`src/rtl/store_req_fifo_pkg.sv`:
```
// Shared types and defaults for the store request queue.
// Holds the lsu_ctrl_t request payload and the default queue depth used when
// the queue is instantiated at the top level.
package store_req_fifo_pkg;

   localparam int unsigned ST_REQ_FIFO_DEPTH = 2;
   localparam int unsigned TRANS_ID_BITS     = 3;

   // Store/AMO request handed from the LSU issue path to the store unit.
   typedef struct packed {
      logic                     valid;
      logic [63:0]              vaddr;
      logic                     overflow;
      logic [63:0]              data;
      logic [7:0]               be;
      logic [3:0]               fu;
      logic [6:0]               operation;
      logic [TRANS_ID_BITS-1:0] trans_id;
   } lsu_ctrl_t;

endpackage

```
`src/rtl/store_req_fifo_mem.sv`:
```
// DEPTH-entry register array for the store request queue.
// Ports: clk_i clock; we_i/waddr_i/wdata_i write port; raddr_i/rdata_o
// combinational indexed read.
module store_req_fifo_mem
   import store_req_fifo_pkg::*;
#(
   parameter  int unsigned DEPTH = ST_REQ_FIFO_DEPTH,
   localparam int unsigned PTR_W = $clog2(DEPTH)
) (
   input  logic             clk_i,
   input  logic             we_i,
   input  logic [PTR_W-1:0] waddr_i,
   input  lsu_ctrl_t        wdata_i,
   input  logic [PTR_W-1:0] raddr_i,
   output lsu_ctrl_t        rdata_o
);

   lsu_ctrl_t r_mem [DEPTH];

   // Payload storage needs no reset: entries are only read while counted valid.
   always_ff @(posedge clk_i) begin
      if (we_i) begin
         r_mem[waddr_i] <= wdata_i;
      end
   end

   assign rdata_o = r_mem[raddr_i];

endmodule

```
`src/rtl/store_req_fifo.sv`:
```
// Request queue upstream of the store unit, with combinational fall-through
// when empty so an idle store unit sees a new request in the issue cycle.
// Ports: clk_i/rst_ni clock and synchronous active-low reset; flush_i drops
// everything; valid_i/lsu_ctrl_i/ready_o push side; st_valid_o/st_ctrl_o/
// pop_st_i store-unit side; empty_o/usage_o occupancy status;
// full_cycles_o back-pressure cycle counter (only with STORE_REQ_FIFO_STATS_EN).
module store_req_fifo
   import store_req_fifo_pkg::*;
#(
   parameter  int unsigned DEPTH = ST_REQ_FIFO_DEPTH,
   localparam int unsigned CNT_W = $clog2(DEPTH) + 1
) (
   input  logic             clk_i,
   input  logic             rst_ni,
   input  logic             flush_i,
   input  logic             valid_i,
   input  lsu_ctrl_t        lsu_ctrl_i,
   output logic             ready_o,
   output logic             st_valid_o,
   output lsu_ctrl_t        st_ctrl_o,
   input  logic             pop_st_i,
   output logic             empty_o,
   output logic [CNT_W-1:0] usage_o
`ifdef STORE_REQ_FIFO_STATS_EN
   ,
   output logic [31:0]      full_cycles_o
`endif
);

   localparam int unsigned PTR_W = $clog2(DEPTH);

   logic [PTR_W-1:0] r_rd_ptr, r_wr_ptr;
   logic [CNT_W-1:0] r_count;

   logic      w_empty, w_full, w_push, w_pop, w_bypass, w_write, w_pop_reg;
   lsu_ctrl_t w_rd_data;

   assign w_empty = (r_count == '0);
   assign w_full  = (r_count == CNT_W'(DEPTH));

   assign ready_o = !w_full;
   assign empty_o = w_empty;
   assign usage_o = r_count;

   assign w_push = valid_i && !w_full && !flush_i;

   // Head presentation: registered head when occupied, issue input when empty.
   always_comb begin
      st_valid_o = 1'b0;
      st_ctrl_o  = '0;
      if (w_empty) begin
         st_valid_o = w_push;
         if (w_push) begin
            st_ctrl_o = lsu_ctrl_i;
         end
      end else begin
         st_valid_o = !flush_i;
         st_ctrl_o  = w_rd_data;
      end
   end

   assign w_pop     = pop_st_i && st_valid_o;
   // An entry popped in its arrival cycle while empty never touches storage.
   assign w_bypass  = w_empty && w_push && pop_st_i;
   assign w_write   = w_push && !w_bypass;
   assign w_pop_reg = w_pop && !w_empty;

   // Pointer and occupancy state; flush returns to the reset state.
   always_ff @(posedge clk_i) begin
      if (!rst_ni || flush_i) begin
         r_rd_ptr <= '0;
         r_wr_ptr <= '0;
         r_count  <= '0;
      end else begin
         if (w_write) begin
            r_wr_ptr <= r_wr_ptr + PTR_W'(1);
         end
         if (w_pop_reg) begin
            r_rd_ptr <= r_rd_ptr + PTR_W'(1);
         end
         if (w_write && !w_pop_reg) begin
            r_count <= r_count + CNT_W'(1);
         end else if (!w_write && w_pop_reg) begin
            r_count <= r_count - CNT_W'(1);
         end
      end
   end

   store_req_fifo_mem #(
      .DEPTH (DEPTH)
   ) u_mem (
      .clk_i   (clk_i),
      .we_i    (w_write),
      .waddr_i (r_wr_ptr),
      .wdata_i (lsu_ctrl_i),
      .raddr_i (r_rd_ptr),
      .rdata_o (w_rd_data)
   );

`ifdef STORE_REQ_FIFO_STATS_EN
   logic [31:0] r_full_cycles;

   // Saturating count of cycles where issue is held off by a full queue.
   always_ff @(posedge clk_i) begin
      if (!rst_ni) begin
         r_full_cycles <= '0;
      end else if (w_full && valid_i && (r_full_cycles != 32'hFFFF_FFFF)) begin
         r_full_cycles <= r_full_cycles + 32'd1;
      end
   end

   assign full_cycles_o = r_full_cycles;
`endif

   // Protocol monitors: dropped pushes while full and pops with nothing valid.
   always_ff @(posedge clk_i) begin
      if (rst_ni) begin
         assert (!(valid_i && w_full && !flush_i))
            else $warning("store_req_fifo: push while full dropped");
         assert (!(pop_st_i && !st_valid_o && !flush_i))
            else $warning("store_req_fifo: pop without valid head ignored");
      end
   end

endmodule

```
`config.mk`:
```
export PLATFORM = sky130hd
export DESIGN_NAME = store_req_fifo
export DESIGN_NICKNAME = d
export VERILOG_FILES = /design/src/rtl/store_req_fifo_pkg.sv /design/src/rtl/store_req_fifo_mem.sv /design/src/rtl/store_req_fifo.sv
export SDC_FILE = /design/constraint.sdc
export NUM_CORES = 1
export LEC_CHECK = 0
export CAP_MARGIN = 20
export CORE_ASPECT_RATIO = 0.8
export CORE_MARGIN = 2
export CORE_UTILIZATION = 53
export DETAILED_ROUTE_END_ITERATION = 12
export GPL_TIMING_DRIVEN = 0
export PLACE_DENSITY = 0.85
export RECOVER_POWER = 50
export SYNTH_ARGS = -nofsm -noshare
export SYNTH_HDL_FRONTEND = slang
export SYNTH_SLANG_ARGS = --single-unit
```
`constraint.sdc`:
```
create_clock -name clk_i -period 21 [get_ports clk_i]
set_clock_uncertainty 0.1 [all_clocks]
set_input_delay 5.25 -clock clk_i [delete_from_list [all_inputs] [get_ports clk_i]]
set_output_delay 5.25 -clock clk_i [all_outputs]
set_load 0.005 [all_outputs]
```
==> summary.txt <==
outcome: complete, but fails checks
failing checks: max-capacitance violations, max-slew violations
leakage: 5.54 nW
FMAX: 0.0777 GHz
Post-Syn Instances: 843
Rows: 50
Die Wd: 176 um
Hold Slack: 408 ps
fin crit share: 61.3%
hold_buf cts: 0
Final ANT Viol Nets: 0
CP endpoint kind: output port
Syn Area/Cell: 14.9 um2
Finished Core Util: 73.7%
Most used DFF post-synth: edfxtp_1
initial antenna violation count: 8
CORE AREA: 23300 um2
worst r2r src: usage_o[1]
synthesized area: 12600 um2
# resized after CTS: 0
hold path startpoint: r_wr_ptr
clock buffer depth: 3
Tot GR Track Use: 24.0%
setup TNS: 0 ps
dpl hpwl: 20.5 mm
die footprint: 25000 um2
fraction of layout cells with a size suffix above 1: 7.48%
Clock Latency Late Sink: 540 ps
initial core utilization: 53.9%
CTS Sinks: 309
Yosys top cell by area: edfxtp_1
GRT overflow: 0
via count: 8346
Cells after DPL: 1475
Max transition margin: -101%
Post-synth top cells: edfxtp_1, mux2i_1, nand2_1
register area share after synthesis: 73.4%
Pwr Density: 77.9 nW/um2
first-pass GRT wire length: 46.3 mm
# DRC: 0
area share of the largest cell type after synthesis: 72.6%
crit path max fanout: 10
Critical Path, Cell by Cell: dlygate4sd3_1 -> nor4b_2 -> buf_4 -> buf_8 -> buf_6 -> nand2_1 -> o21ai_0 -> clkdlybuf4s50_1
Hold Fails Final Rpt: 0
Worst R2R Path Depth: 5
PortBufs: 313
worst path bufs/invs: 5
TritonCTS clock tree: yes
Top-Level Pins: 314
number of H-tree levels: 1
slowest stage cell on the critical path: dlygate4sd3_1
Worst path max stage delay: 600 ps
WL/cell: 20.1 um
synth-to-layout area growth: 36.8%
register-to-register setup slack: 15350 ps
crit path DAT: 7510 ps
placed cell area: 16300 um2
main area contributors after synthesis: edfxtp_1, mux2i_1, nand2_1
gpl congestion: 0.788
clk slew on worst S/H paths: 60 ps
CP top delay family: buffers and inverters
DIE HEIGHT: 142 um
nets@finish: 1353
total CTS buffers: 30
vias in the first global route: 8522
Synth Net Count: 1001
fin crit period: 12860 ps
DRT iter0 DRCs: 584
pin count of the biggest net entering global routing: 65
Final Max Tran Viols: 113
drt pass-1 iters: 5
RSZ-0062 raised after global routing: false
Hold Path Sink: r_wr_ptr
Yosys cell types: 27
Worst R2R End: u_mem.r_mem[1][120]
EDFF count, synth: 304
Max Cap Viol: 3
asr flop ratio synth: 0%
post-synthesis sequential element count: 309
post-route cell area: 17200 um2
root buffer cell: clkbuf_16
worst hold stages: 2
Tightest Pin Transition: 3020 ps
Min-Delay Path Class: reg -> reg
count leader, synth: edfxtp_1
Setup Crit Path Kind: in -> out
DRT Wirelength: 30.8 mm
WP data required: 15650 ps
Setup Fix Bufs, Post-CTS: 0
Via density: 5.43
final setup vio count: 0
Max IR drop VDD: 0.0000660 V
Yosys warning count: 0
crit start category: input pin
Non-Filler Instances: 1537
==> cell type report <==
type,count,area [um2]
plain buffers,52,314
repair buffers,320,3280
well taps,312,390
flip-flops and latches,309,9230
multi-input cells,481,3030
diodes,9,22.5
inverters,1,3.75
clock inverters,13,119
fillers,1436,6140
clock buffers,40,810
==> cell families after synthesis <==
kind of cell / after synthesis / share of synthesized area (%)
flops: 309 / 73.4
compound gates: 156 / 6.25
buf+inv: 53 / 2.53
mux: 153 / 12.2
simple gates: 168 / 5.32
xor+xnor: 3 / 0.209
fa+ha+maj: 1 / 0.0995
==> routing by layer <==
layer	up-vias	GRT usage (%)	share of wire [%]
met4	0	6.87	2.8
li1	3873	-	-
met1	4057	31.3	41
met2	358	40.4	49
met5	-	0	0
met3	58	5.65	7.8
==> stage by stage <==
step	total power, mW	setup WS (ps)
2_1_floorplan	0.752	8010
6_report	1.34	8140
3_5_place_dp	0.846	8290
4_1_cts	1.35	8260
3_3_place_gp	0.844	3840
5_1_grt	1.38	8060
==> registers in the layout, summed over array words and instances, names as in the netlist, named ones only <==
| name | count |
|---|---|
| usage_o | 2 |
| r_wr_ptr | 1 |
| u_mem.r_mem | 304 |
| r_rd_ptr | 1 |
==> worst max-delay path by stage <==
| stage | endpoint | depth (start not counted) | startpoint |
|---|---|---|---|
| 2_1_floorplan | u_mem.r_mem[0][0] | 3 | pop_st_i |
| 3_3_place_gp | u_mem.r_mem[0][86] | 4 | flush_i |
| 3_5_place_dp | st_ctrl_o[73] | 8 | flush_i |
| 4_1_cts | st_ctrl_o[73] | 8 | flush_i |
| 5_1_grt | st_ctrl_o[73] | 8 | flush_i |
| 6_report | st_ctrl_o[73] | 8 | flush_i |
==> power by group <==
part | internal, mW | switching (mW) | leakage [nW]
registers | 0.690 | 0.00288 | 2.80
clock network | 0.294 | 0.217 | 0.455
logic | 0.0730 | 0.0618 | 2.28
==> worst min-delay path, delay by kind of cell (launching register included) <==
kind / cells / cell delay (ps)
DFF: 1 / 330
and+or+nand+nor: 1 / 70
muxes: 1 / 60
==> layout by cell type, fill, tap and decap left out, types with 2 or more instances in the layout <==
| cell | instances |
|---|---|
| clkbuf_1 | 19 |
| clkbuf_2 | 3 |
| buf_12 | 3 |
| nor2_1 | 5 |
| buf_6 | 8 |
| xor2_1 | 3 |
| buf_4 | 2 |
| o21ai_0 | 100 |
| dfxtp_1 | 5 |
| mux2i_1 | 153 |
| clkdlybuf4s50_1 | 157 |
| buf_16 | 3 |
| diode_2 | 9 |
| nand2_1 | 152 |
| dlygate4sd3_1 | 156 |
| clkinv_1 | 5 |
| clkbuf_16 | 31 |
| nand2b_1 | 3 |
| clkinv_2 | 4 |
| edfxtp_1 | 304 |
| o21ai_1 | 54 |
| bufinv_16 | 2 |
| buf_2 | 29 |
Note: power is estimated with default switching activity, not from simulation.
